--- src/rtl/ja_traffic_light_pkg.sv ---
// Shared definitions for the ja_traffic_light tile.
//   - state_t        : 2-bit light state encoding (RED=00, GREEN=01, YELLOW=10; 11 unused)
//   - uo_out indices : lamp bits, state code LSB, pedestrian-pending bit
//   - ui_in indices  : reset, hold, pedestrian request
//   - helpers        : counter width sizing and lamp decode
package ja_traffic_light_pkg;

  typedef enum logic [1:0] {
    ST_RED    = 2'b00,
    ST_GREEN  = 2'b01,
    ST_YELLOW = 2'b10
  } state_t;

  // uo_out bit positions
  localparam int GREEN_BIT  = 0;
  localparam int YELLOW_BIT = 1;
  localparam int RED_BIT    = 2;
  localparam int STATE_LSB  = 3;
  localparam int PED_BIT    = 5;

  // ui_in bit positions
  localparam int RST_BIT     = 0;
  localparam int HOLD_BIT    = 1;
  localparam int PED_REQ_BIT = 2;

  function automatic int max3(input int a, input int b, input int c);
    int m;
    m = (a > b) ? a : b;
    return (m > c) ? m : c;
  endfunction

  // Counter must reach max_dur-1; keep at least one bit for the degenerate case.
  function automatic int cnt_width(input int max_dur);
    return (max_dur <= 2) ? 1 : $clog2(max_dur);
  endfunction

  // Returns {red, yellow, green}. The unused code 11 shows red so a corrupted
  // state never presents green or yellow to traffic.
  function automatic logic [2:0] lamp_decode(input logic [1:0] st);
    logic [2:0] lamps;
    case (st)
      2'b01:   lamps = 3'b001;
      2'b10:   lamps = 3'b010;
      default: lamps = 3'b100;
    endcase
    return lamps;
  endfunction

endpackage

--- src/rtl/ja_tl_timer.sv ---
// Per-state cycle counter for the traffic-light FSM.
// Counts up from zero while enabled; tc flags that the count equals limit.
//   clk   : system clock
//   rst   : synchronous active-high reset, forces cnt to 0 (ignores en)
//   en    : count enable; when low the count is frozen (hold)
//   clear : restart at 0 on the next enabled edge (state change)
//   limit : last count value of the current state (duration - 1)
//   cnt   : current count
//   tc    : terminal count, cnt == limit
module ja_tl_timer
  import ja_traffic_light_pkg::*;
#(
  parameter int W = 4
) (
  input  logic         clk,
  input  logic         rst,
  input  logic         en,
  input  logic         clear,
  input  logic [W-1:0] limit,
  output logic [W-1:0] cnt,
  output logic         tc
);

  always_ff @(posedge clk) begin
    if (rst) begin
      cnt <= '0;
    end else if (en) begin
      if (clear) cnt <= '0;
      else       cnt <= cnt + 1'b1;
    end
  end

  assign tc = (cnt == limit);

endmodule

--- src/rtl/ja_traffic_light.sv ---
// Fixed-time single-intersection traffic-light controller (Tiny Tapeout tile).
// Cycles RED -> GREEN -> YELLOW -> RED with per-state durations in clock cycles.
// A pedestrian request latches ped_pending and cuts GREEN short once the
// minimum green time has elapsed; hold freezes the whole controller.
//   clk    : system clock
//   ui_in  : [0] rst (sync, active-high), [1] hold, [2] ped_req, [7:3] ignored
//   uo_out : [0] green, [1] yellow, [2] red, [4:3] state code,
//            [5] ped_pending, [7:6] tied 0
module ja_traffic_light
  import ja_traffic_light_pkg::*;
#(
  parameter int RED_CYCLES    = 10,
  parameter int GREEN_CYCLES  = 8,
  parameter int YELLOW_CYCLES = 3,
  parameter int PED_MIN_GREEN = 3
) (
  input  logic       clk,
  input  logic [7:0] ui_in,
  output logic [7:0] uo_out
);

  localparam int MAX_DUR = max3(RED_CYCLES, GREEN_CYCLES, YELLOW_CYCLES);
  localparam int CNT_W   = cnt_width(MAX_DUR);

  localparam logic [CNT_W-1:0] RED_LAST    = CNT_W'(RED_CYCLES - 1);
  localparam logic [CNT_W-1:0] GREEN_LAST  = CNT_W'(GREEN_CYCLES - 1);
  localparam logic [CNT_W-1:0] YELLOW_LAST = CNT_W'(YELLOW_CYCLES - 1);
  localparam logic [CNT_W-1:0] PED_LAST    = CNT_W'(PED_MIN_GREEN - 1);

  logic rst;
  logic hold;
  logic ped_req;
  logic unused_ui;

  assign rst       = ui_in[RST_BIT];
  assign hold      = ui_in[HOLD_BIT];
  assign ped_req   = ui_in[PED_REQ_BIT];
  assign unused_ui = &{1'b0, ui_in[7:3]};

  state_t           state;
  state_t           state_nxt;
  logic             advance;
  logic             ped_pending;
  logic [CNT_W-1:0] limit;
  logic [CNT_W-1:0] cnt;
  logic             tc;
  logic [2:0]       lamps;

  always_comb begin
    case (state)
      ST_GREEN:  limit = GREEN_LAST;
      ST_YELLOW: limit = YELLOW_LAST;
      default:   limit = RED_LAST;
    endcase
  end

  // Next-state selection; advance restarts the timer on every state change.
  always_comb begin
    state_nxt = state;
    advance   = 1'b0;
    case (state)
      ST_RED: begin
        if (tc) begin
          state_nxt = ST_GREEN;
          advance   = 1'b1;
        end
      end
      ST_GREEN: begin
        // Pedestrian early exit and normal expiry both lead to YELLOW.
        if ((ped_pending && (cnt >= PED_LAST)) || tc) begin
          state_nxt = ST_YELLOW;
          advance   = 1'b1;
        end
      end
      ST_YELLOW: begin
        if (tc) begin
          state_nxt = ST_RED;
          advance   = 1'b1;
        end
      end
      default: begin
        state_nxt = ST_RED;
        advance   = 1'b1;
      end
    endcase
  end

  ja_tl_timer #(
    .W(CNT_W)
  ) u_timer (
    .clk  (clk),
    .rst  (rst),
    .en   (~hold),
    .clear(advance),
    .limit(limit),
    .cnt  (cnt),
    .tc   (tc)
  );

  always_ff @(posedge clk) begin
    if (rst) begin
      state       <= ST_RED;
      ped_pending <= 1'b0;
    end else if (!hold) begin
      state <= state_nxt;
      // Entering RED serves the request; a request on that same edge is dropped.
      if (advance && (state_nxt == ST_RED)) ped_pending <= 1'b0;
      else if (ped_req)                     ped_pending <= 1'b1;
    end
  end

  // Lamps are decoded from the state register only, so inputs never reach
  // the lamp pins combinationally.
  assign lamps = lamp_decode(state);

  always_comb begin
    uo_out                   = '0;
    uo_out[GREEN_BIT]        = lamps[0];
    uo_out[YELLOW_BIT]       = lamps[1];
    uo_out[RED_BIT]          = lamps[2];
    uo_out[STATE_LSB +: 2]   = state;
    uo_out[PED_BIT]          = ped_pending;
  end

endmodule

--- config.mk ---
export PLATFORM = sky130hd
export DESIGN_NAME = ja_traffic_light
export DESIGN_NICKNAME = d
export VERILOG_FILES = /design/src/rtl/ja_traffic_light_pkg.sv /design/src/rtl/ja_tl_timer.sv /design/src/rtl/ja_traffic_light.sv
export SDC_FILE = /design/constraint.sdc
export NUM_CORES = 1
export LEC_CHECK = 0
export ABC_CLOCK_PERIOD_IN_PS = 2950
export CORE_AREA = 4 4 41 43
export DETAILED_ROUTE_END_ITERATION = 12
export DIE_AREA = 0 0 45 47
export GPL_TIMING_DRIVEN = 0
export PLACE_DENSITY = 0.76
export REMOVE_ABC_BUFFERS = 1
export SYNTH_ARGS = -nofsm -noshare
export SYNTH_HDL_FRONTEND = slang
export SYNTH_SLANG_ARGS = --single-unit
--- constraint.sdc ---
create_clock -name clk -period 2.95 [get_ports clk]
set_clock_uncertainty 0.05 [all_clocks]
set_input_delay 0.59 -clock clk [delete_from_list [all_inputs] [get_ports clk]]
set_output_delay 0.59 -clock clk [all_outputs]
set_load 0.01 [all_outputs]
==> results of run 1 <==
## stage by stage
step           power (mW)  worst slack [ns]
2_1_floorplan       0.119             0.788
3_3_place_gp        0.129             0.622
3_5_place_dp        0.129             0.599
4_1_cts             0.215             0.573
5_1_grt             0.227             0.399
6_report            0.211             0.574
## registers in the layout (all words and copies together), names as in the netlist
signal	cells
u_timer.cnt	4
state	2
ped_pending	1
## worst min-delay path: cells and delay by family (launching register included)
family,cells,cell delay (ns)
flops,1,0.35
compound gates,1,0.05
simple gates,1,0.07
## how the worst max path moves through the flow
| stage | from | to | slack [ns] | depth (start not counted) |
|---|---|---|---|---|
| detailed placement | state[0]$_SDFFE_PP0N_ | u_timer.cnt[3]$_SDFFE_PP0N_ | 0.60 | 7 |
| floorplan | state[0]$_SDFFE_PP0N_ | u_timer.cnt[0]$_SDFFE_PP0N_ | 0.79 | 7 |
| CTS | state[0]$_SDFFE_PP0N_ | u_timer.cnt[3]$_SDFFE_PP0N_ | 0.57 | 7 |
| global route | state[0]$_SDFFE_PP0N_ | u_timer.cnt[3]$_SDFFE_PP0N_ | 0.40 | 7 |
| global placement | state[0]$_SDFFE_PP0N_ | u_timer.cnt[1]$_SDFFE_PP0N_ | 0.62 | 7 |
| finish | state[0]$_SDFFE_PP0N_ | u_timer.cnt[3]$_SDFFE_PP0N_ | 0.57 | 7 |
## layout make-up
class                   count  area (um^2)
clock buffers               4         26.3
fillers                   131          638
inverters                   7         26.3
multi-input cells          47          362
flip-flops and latches      7          140
well taps                  15         18.8
repair buffers              9         90.1
## cell usage after synthesis
| master | number | area share [%] |
|---|---|---|
| a2111oi_2 | 1 | 2.7 |
| a211oi_1 | 1 | 1.4 |
| a211oi_2 | 2 | 4.5 |
| a21oi_1 | 5 | 4.5 |
| a221oi_4 | 1 | 4.8 |
| buf_4 | 3 | 4.1 |
| clkbuf_1 | 1 | 0.68 |
| conb_1 | 1 | 0.68 |
| dfxtp_1 | 7 | 25 |
| ha_1 | 6 | 14 |
| inv_1 | 7 | 4.8 |
| nand2_1 | 3 | 2.0 |
| nand3_1 | 2 | 1.8 |
| nand3b_1 | 1 | 1.4 |
| nand4_1 | 1 | 1.1 |
| nor2_1 | 7 | 4.8 |
| nor2b_1 | 1 | 1.1 |
| o21a_1 | 1 | 1.4 |
| o21a_2 | 1 | 1.6 |
| o21ai_0 | 1 | 0.91 |
| o21bai_1 | 2 | 2.7 |
| o32ai_1 | 1 | 1.6 |
| o41ai_1 | 1 | 1.6 |
| or2_2 | 2 | 2.3 |
| or3b_4 | 1 | 2.0 |
| xnor2_1 | 2 | 3.2 |
| xor2_1 | 2 | 3.2 |
## layer usage
metal	part of all wire, %	track usage (%)	up-vias
met5	0	0	-
met4	0.61	7.02	0
met3	5.4	1.15	2
met2	48	20.1	15
met1	46	13.5	208
li1	-	-	236
## power by group through the flow
stage	registers [mW]	clock network [mW]	logic [mW]
floorplan	0.105	0	0.0135
global placement	0.106	0	0.0234
detailed placement	0.106	0	0.0236
CTS	0.104	0.0876	0.0238
global route	0.105	0.0952	0.0269
finish	0.104	0.0834	0.0236
## placed cells by master (no fill, tap or decap), types with 2 or more instances in the layout
cell type and count:
o21bai_1 2, xnor2_1 2, ha_1 6, clkdlybuf4s50_1 9, nand3_1 2, dfxtp_1 7
nor2_1 7, xor2_1 2, clkbuf_4 3, a21oi_1 5, nand2_1 3, inv_1 7
or2_2 2, conb_1 2, a211oi_2 2
## cell families after synthesis
| family | Yosys count | share of synthesized area, % |
|---|---|---|
| adders and majority gates | 6 | 13.6 |
| xor gates and xnor gates | 4 | 6.36 |
| DFF | 7 | 25.5 |
| and+or+nand+nor | 18 | 16.6 |
| buffers and inverters | 11 | 9.55 |
| AOI/OAI and AO/OA | 17 | 27.7 |
| other | 1 | 0.681 |
==> results.ini, run 1 <==
[floorplan]
die_w_um=45
die_h_um=47
coreArea_um2=1300
ios=17
initial_utilization_pct=42.3
placementRows=13
die_area_um2=2120

[critical_path]
r2r_start=state[0]$_SDFFE_PP0N_
cp.arrival_ns=2.45
path_max_fanout=6
rr_worst_depth=7
critPathBufInv=1
r2r_end=u_timer.cnt[3]$_SDFFE_PP0N_
slowest_stage=dfxtp_1
slowest_delay_ns=0.44
path_class=reg -> reg
crit_path_end_kind=flip-flop
cp_data_required_time_ns=3.02
path_cells=inv_1 > ha_1 > or3b_4 > a211oi_1 > a2111oi_2 > o21bai_1 > nor2_1
crit_family=compound AO/OA/AOI/OAI gates
startpoint_type=flip-flop
reg2reg_slack_ns=0.57

[power]
vdd_drop_max_uv=208
combinationalPowerShare_pct=11.2
leakage_nw=0.235
pwr-share-clk_pct=39.6
p_seq_share_pct=49.3
switching_power_uw=49.4
p_per_area_nw_per_um2=318
p_int_uw=161
p_sw_share_pct=23.4

[hold_path]
hp-start=state[1]$_SDFFE_PP0N_
hold_end=state[1]$_SDFFE_PP0N_
hold_path.class=reg -> reg
min_path_cells=2

[grt]
grt.total_usage_pct=11.5
grt_pass1_vias=478
grt_max_degree=10
grt_pass1_wl_um=1810
grt_remaining_overflow=0
antenna_found_initial=0

[timing]
rsz0062_at_grt=no
slew_violations=0
fin_crit_ns=2.38
setup_tns_ns=0
setup_violations=0
fmax_mhz=421
period_share_pct=80.5
hold_viol_final=0
timing.hold.ws_ns=0.483

[route]
routedWlPerCell_um=11.1
drc=0
vias=461
ant_nets=0
vias_per_cell=5.18
drt-initial-drc-count=9
drtPass1Iterations=4
routed_wl_um=987

[clocking]
ctsHoldBuffers=0
htree_levels=1
ctsResizeCount=0
clockBufferDepth=2
cts_tree=yes
postCtsSetupBuffers=0
cts-root-buf=clkbuf_4
cts_made_buffers=3
insertion_delay_ns=0.24
clock-sinks=7
path_clk_slew_ns=0.05

[layout]
fin_cells=89
layout-drive-gt1-share_pct=14.9
diodes=0
stdcell_area_um2=663
syn2layout_area_growth_pct=20.5
fin_nets=90
finish.utilization_pct=51.0

[job]
cap_violations=0

[synthesis]
synth_area_um2=551
ys_ff_latch=7
syn_avg_cell_area_um2=8.60
synth_cells=64
synth.distinct_cells=27
yosysWarnings=0
seq_area_frac_synth_pct=25.5

[placed_design]
hpwl_um=832
placed_area_um2=637
dp.cells=85
portBuffers=9
gp_congestion=0.751

[run_status]
status=complete, no violations

(Power assumes the default switching activity.)
==> run 2, diff against run 1 <==
--- a/config.mk
+++ b/config.mk
@@ -5,12 +5,12 @@
 export SDC_FILE = /design/constraint.sdc
 export NUM_CORES = 1
 export LEC_CHECK = 0
-export ABC_CLOCK_PERIOD_IN_PS = 2950
-export CORE_AREA = 4 4 41 43
+export ABC_CLOCK_PERIOD_IN_PS = 1950
+export CORE_MARGIN = 4
+export CORE_UTILIZATION = 40
 export DETAILED_ROUTE_END_ITERATION = 12
-export DIE_AREA = 0 0 45 47
 export GPL_TIMING_DRIVEN = 0
-export PLACE_DENSITY = 0.76
+export PLACE_DENSITY = 0.77
 export REMOVE_ABC_BUFFERS = 1
 export SYNTH_ARGS = -nofsm -noshare
 export SYNTH_HDL_FRONTEND = slang
==> constraint.sdc (replaced) <==
create_clock -name clk -period 1.95 [get_ports clk]
set_clock_uncertainty 0.05 [all_clocks]
set_input_delay 0.39 -clock clk [delete_from_list [all_inputs] [get_ports clk]]
set_output_delay 0.39 -clock clk [all_outputs]
set_load 0.01 [all_outputs]
==> run 2 against run 1 <==
The run now ends with negative setup slack left. Register-to-register slack worse by 0.66 ns. Final cell count is 6.7% higher. Die area is 3.8% lower. Wire length is 25% higher. Sequential power is 49% higher. Clock power is 52% higher. Sequential share of layout area is 1.9 points lower. Fmax is 17% higher. Critical path depth stayed put. Flip-flop and latch count stayed put. Cell area is 15% higher. Critical endpoint is now state[1]$_SDFFE_PP0N_. Combinational power is 58% higher.
==> results.ini, run 2 (same netlist as run 1, synthesis figures left out) <==
[critical_path]
critPathBufInv=1  ; unchanged
crit_cells=7  ; unchanged
cp.arrival_ns=2.12  ; -0.33 ns
path_class=reg -> reg
slowest_delay_ns=0.42  ; -0.02 ns
slowest_stage=or3b_4
path_cells=inv_4 > ha_4 > or3b_4 > a221oi_4 > o32ai_1 > o21ai_0 > a21oi_1
path_max_fanout=4  ; -2
rr_worst_depth=7  ; unchanged
cp_data_required_time_ns=2.03  ; -0.99 ns
startpoint_type=flip-flop
crit_path_end_kind=flip-flop
crit_family=compound AO/OA/AOI/OAI gates

[layout]
stdcell_area_um2=766  ; +15%
diodes=0  ; unchanged
fin_cells=95  ; +6.7%
layout-drive-gt1-share_pct=33.8  ; +19 points
largest_reg_flops=4  ; unchanged
top_regs=u_timer.cnt: 4 flops, state: 2 flops, ped_pending: 1 flops
top_register=u_timer.cnt
final_cell_mix=nor2_1, clkdlybuf4s50_1, buf_4
syn2layout_area_growth_pct=39.1
fin_nets=96  ; +6.7%
layout.cells.most_common=nor2_1

[clocking]
ctsHoldBuffers=0  ; unchanged
insertion_delay_ns=0.24  ; about the same
clock-sinks=7  ; unchanged
htree_levels=1  ; unchanged
cts-root-buf=clkbuf_4
clockBufferDepth=2  ; unchanged
path_clk_slew_ns=0.05  ; about the same
cts_tree=yes
cts_made_buffers=3  ; unchanged

[job]
cap_violations=0  ; unchanged

[grt]
grt_pass1_vias=493  ; +3.1%
antenna_found_initial=0  ; unchanged
grt_pass1_wl_um=1950  ; +7.6%
grt.total_usage_pct=13.2  ; +1.7 points
grt_max_degree=10  ; unchanged
grt_remaining_overflow=0  ; unchanged

[route]
drtPass1Iterations=4  ; unchanged
drc=0  ; unchanged
ant_nets=0  ; unchanged
routedWlPerCell_um=13.0  ; +17%
routed_wl_um=1240  ; +25%
vias=510  ; +11%
vias_per_cell=5.37  ; +3.6%
drt-initial-drc-count=4  ; -5

[floorplan]
ios=17  ; unchanged
die_w_um=45.1  ; +0.22%
die_h_um=45.1  ; -4.0%
coreArea_um2=1300  ; unchanged
die_area_um2=2030  ; -3.8%
initial_utilization_pct=42.3  ; unchanged
placementRows=13  ; unchanged

[timing]
setup_violations=7  ; +7
period_share_pct=104  ; +24 points
hold_viol_final=0  ; unchanged
rsz0062_at_grt=yes
fin_crit_ns=2.03  ; -0.343 ns
layout_setup_ws_ns=-0.0833  ; -0.657 ns
setup_tns_ns=-0.428  ; -0.428 ns
fmax_mhz=492  ; +17%
slew_violations=0  ; unchanged

[power]
p_per_area_nw_per_um2=417  ; +31%
vdd_drop_max_uv=380  ; +83%
leakage_nw=0.295  ; +26%

[run_status]
violations=negative setup slack
status=finished, violations left

[placed_design]
dp.cells=85  ; unchanged
hpwl_um=830  ; -0.26%
placed_area_um2=637  ; unchanged
gp_congestion=0.776  ; +3.3%
portBuffers=9  ; unchanged

[hold_path]
hold_path.class=reg -> reg
min_path_cells=2  ; unchanged

==> run 2: changes by cell type in the layout (fill, tap and decap cells not counted), sizes merged <==
cell           previous run  this run
buf                       0         6
dlymetal6s2s              0         1
clkdlybuf4s50             9         6
dlygate4sd2               0         2
==> run 2: layout make-up <==
type	count	area (um^2)
sequential	7	148
tap	15	18.8
fill	130	536
timing repair buffer	15	135
clock buffer	4	26.3
inverter	7	31.3
multi-input combinational	47	407
==> run 2: worst paths after layout <==
path                            start                       end  slack (ns)
min          ped_pending$_SDFFE_PP0P_  ped_pending$_SDFFE_PP0P_        0.53
min reg2reg  ped_pending$_SDFFE_PP0P_  ped_pending$_SDFFE_PP0P_        0.53
max reg2reg     state[1]$_SDFFE_PP0N_     state[1]$_SDFFE_PP0N_       -0.08
max             state[1]$_SDFFE_PP0N_     state[1]$_SDFFE_PP0N_       -0.08
==> run 2: metrics by stage <==
stage,worst slack (ns),power (mW),hold WS (ns),utilization [%]
2_1_floorplan,-0.212,0.179,0.405,-
3_3_place_gp,-0.359,0.195,0.470,48.9
3_5_place_dp,-0.419,0.196,0.493,48.9
4_1_cts,-0.0882,0.324,0.535,58.1
5_1_grt,-0.155,0.341,0.564,58.8
6_report,-0.0833,0.319,0.528,58.8
==> run 2: where the power goes <==
part	switching, mW	internal, mW
clock	0.0495	0.0778
sequential	0.00829	0.146
combinational	0.0192	0.0182
total	0.0771	0.242
==> run 2: worst min-delay path: stages (launching register included) <==
cell and delay [ns]:
dfxtp_1 0.32, a21oi_1 0.15, a211oi_2 0.06
==> run 2: what timing repair did <==
item                                    in CTS  in global routing
pin swaps                                   13                  3
gates resized for setup                     17                  1
buffers inserted                             5                  1
endpoints found under the setup margin      10                  8
==> run 2: per-layer routing <==
| metal | vias to the layer above | part of all wire [%] | GRT usage (%) |
|---|---|---|---|
| met1 | 236 | 43 | 14.0 |
| met4 | 0 | 0.97 | 6.43 |
| met5 | - | 0 | 0 |
| li1 | 253 | - | - |
| met3 | 4 | 4.4 | 2.79 |
| met2 | 17 | 51 | 24.3 |
==> run 3, diff against run 2 <==
--- a/config.mk
+++ b/config.mk
@@ -6,7 +6,7 @@
 export NUM_CORES = 1
 export LEC_CHECK = 0
 export ABC_CLOCK_PERIOD_IN_PS = 1950
-export CORE_MARGIN = 4
+export CORE_MARGIN = 1.5
 export CORE_UTILIZATION = 40
 export DETAILED_ROUTE_END_ITERATION = 12
 export GPL_TIMING_DRIVEN = 0
==> run 3 against run 2 <==
The flow still finishes with violations (negative setup slack). Critical path depth stayed put. Sequential share of layout area is 0.32 points higher. Non-clock buffer count fell by 2. Global-route usage grew 3.0 points. Clock-buffer cell count unchanged. Worst hold slack lost 0.0040 ns. Flip-flop and latch count stayed put.
==> results.ini, run 3 (same netlist as run 1, synthesis figures left out) <==
[clocking]
clock-sinks=7  ; unchanged
cts_tree=yes
path_clk_slew_ns=0.06  ; about the same
htree_levels=1  ; unchanged
cts_made_buffers=3  ; unchanged
insertion_delay_ns=0.25  ; about the same
clockBufferDepth=2  ; unchanged
cts-root-buf=clkbuf_4

[critical_path]
crit_path_end_kind=flip-flop
cp.arrival_ns=2.14  ; +0.02 ns
path_cells=inv_4 > ha_4 > or3b_4 > a221oi_4 > o21bai_2 > a211oi_2 > a211oi_2
slowest_delay_ns=0.41  ; about the same
critPathBufInv=1  ; unchanged
crit_family=compound AO/OA/AOI/OAI gates
slowest_stage=a221oi_4
path_class=reg -> reg
startpoint_type=flip-flop
cp_data_required_time_ns=2.04  ; about the same
crit_top_cell=a211oi_2
path_max_fanout=4  ; unchanged

[route]
routedWlPerCell_um=13.4  ; +3.1%
drtPass1Iterations=4  ; unchanged
drc=0  ; unchanged
vias=478  ; -6.3%
ant_nets=0  ; unchanged
vias_per_cell=5.14  ; -4.3%
drt-initial-drc-count=5  ; +1
routed_wl_um=1250  ; +0.89%

[timing]
rsz0062_at_grt=yes
setup_tns_ns=-0.599  ; -0.171 ns
slew_violations=0  ; unchanged
setup_violations=7  ; unchanged
hold_viol_final=0  ; unchanged
layout_setup_ws_ns=-0.102  ; -0.0188 ns
period_share_pct=105  ; +0.97 points
fin_crit_ns=2.05  ; +0.0188 ns
fmax_mhz=487  ; -0.92%
timing.hold.ws_ns=0.524  ; -0.00397 ns

[floorplan]
placementRows=13  ; unchanged
die_h_um=40.1  ; -11%
die_area_um2=1610  ; -21%
initial_utilization_pct=42.8  ; +0.54 points
coreArea_um2=1280  ; -1.3%
die_w_um=40.1  ; -11%
ios=17  ; unchanged

[hold_path]
hold_path.class=reg -> reg

[grt]
grt_pass1_wl_um=1750  ; -10%
grt_remaining_overflow=0  ; unchanged
grtUsageMet1_pct=18.1  ; +4.1 points
antenna_found_initial=0  ; unchanged
gr-usage-met3_pct=2.78  ; -0.011 points
gr-usage-met2_pct=29.4  ; +5.1 points
grt_max_degree=10  ; unchanged
busiest_layer=met2
grt.total_usage_pct=16.3  ; +3.0 points
grt_pass1_vias=440  ; -11%

[layout]
top_regs=u_timer.cnt: 4 flops, state: 2 flops, ped_pending: 1 flops
syn2layout_area_growth_pct=36.8
layout-drive-gt1-share_pct=33.3  ; -0.42 points
fin_nets=94  ; -2.1%
layout.cells.most_common=nor2_1
top_register=u_timer.cnt
diodes=0  ; unchanged
largest_reg_flops=4  ; unchanged
final_cell_mix=nor2_1, clkdlybuf4s50_1, inv_1, dfxtp_1

[power]
p_per_area_nw_per_um2=433  ; +3.9%
vdd_drop_max_uv=310  ; -18%
leakage_nw=0.276  ; -6.5%

[placed_design]
portBuffers=9  ; unchanged
gp_congestion=0.730  ; -5.9%
pre_cts_ws_ns=-0.390  ; +0.0289 ns
hpwl_um=796  ; -4.1%

[run_status]
status=finished, violations left
violations=negative setup slack

[job]
cap_violations=0  ; unchanged

run 3: changes by cell type in the layout (fill, tap and decap cells not counted), sizes merged:
cell          before  now
buf                6    4
dlygate4sd2        2    3
dlymetal6s2s       1    0
run 3: worst paths after layout:
kind         cells past startpoint                startpoint                  endpoint  slack, ns
max                              7     state[0]$_SDFFE_PP0N_  ped_pending$_SDFFE_PP0P_      -0.10
min                              2  ped_pending$_SDFFE_PP0P_  ped_pending$_SDFFE_PP0P_       0.52
max reg2reg                      7     state[0]$_SDFFE_PP0N_  ped_pending$_SDFFE_PP0P_      -0.10
min reg2reg                      2  ped_pending$_SDFFE_PP0P_  ped_pending$_SDFFE_PP0P_       0.52
run 3: per-stage QoR:
stage / instance area (um^2) / power (mW) / cells / utilization, %
global placement: 637 / 0.195 / 85 / 49.6
CTS: 738 / 0.324 / 93 / 57.4
global route: 753 / 0.340 / 93 / 58.6
floorplan: 528 / 0.179 / 61 / -
finish: 753 / 0.326 / 93 / 58.6
detailed placement: 637 / 0.196 / 85 / 49.6
run 3: routing by layer:
metal	wire [um]	up-vias
met5	0	-
met4	0	0
met3	45	0
met2	661	10
met1	539	222
li1	-	246
run 3: power by group:
group | leakage, nW | total (mW) | switching, mW | internal, mW
combinational | 0.202 | 0.0388 | 0.0194 | 0.0194
clock | 0.0150 | 0.133 | 0.0545 | 0.0782
sequential | 0.0586 | 0.155 | 0.00877 | 0.146
run 3: tightest hold or removal path, delay by kind of cell, from the launching register on:
family          cells  cell delay (ns)
flops               1             0.32
compound gates      2             0.20
run 3: cell type report:
| type | count | area, um^2 |
|---|---|---|
| sequential | 7 | 148 |
| clock buffer | 4 | 26.3 |
| timing repair buffer | 13 | 116 |
| inverter | 7 | 31.3 |
| multi-input combinational | 47 | 413 |
| tap | 15 | 18.8 |
| fill | 120 | 532 |
run 3: what timing repair did:
item	in CTS	in global routing
gates cloned	0	0
resized for setup	16	3
pin swaps	9	8
endpoints found under the setup margin	10	7
hold buffers	0	0
buffers inserted	4	0
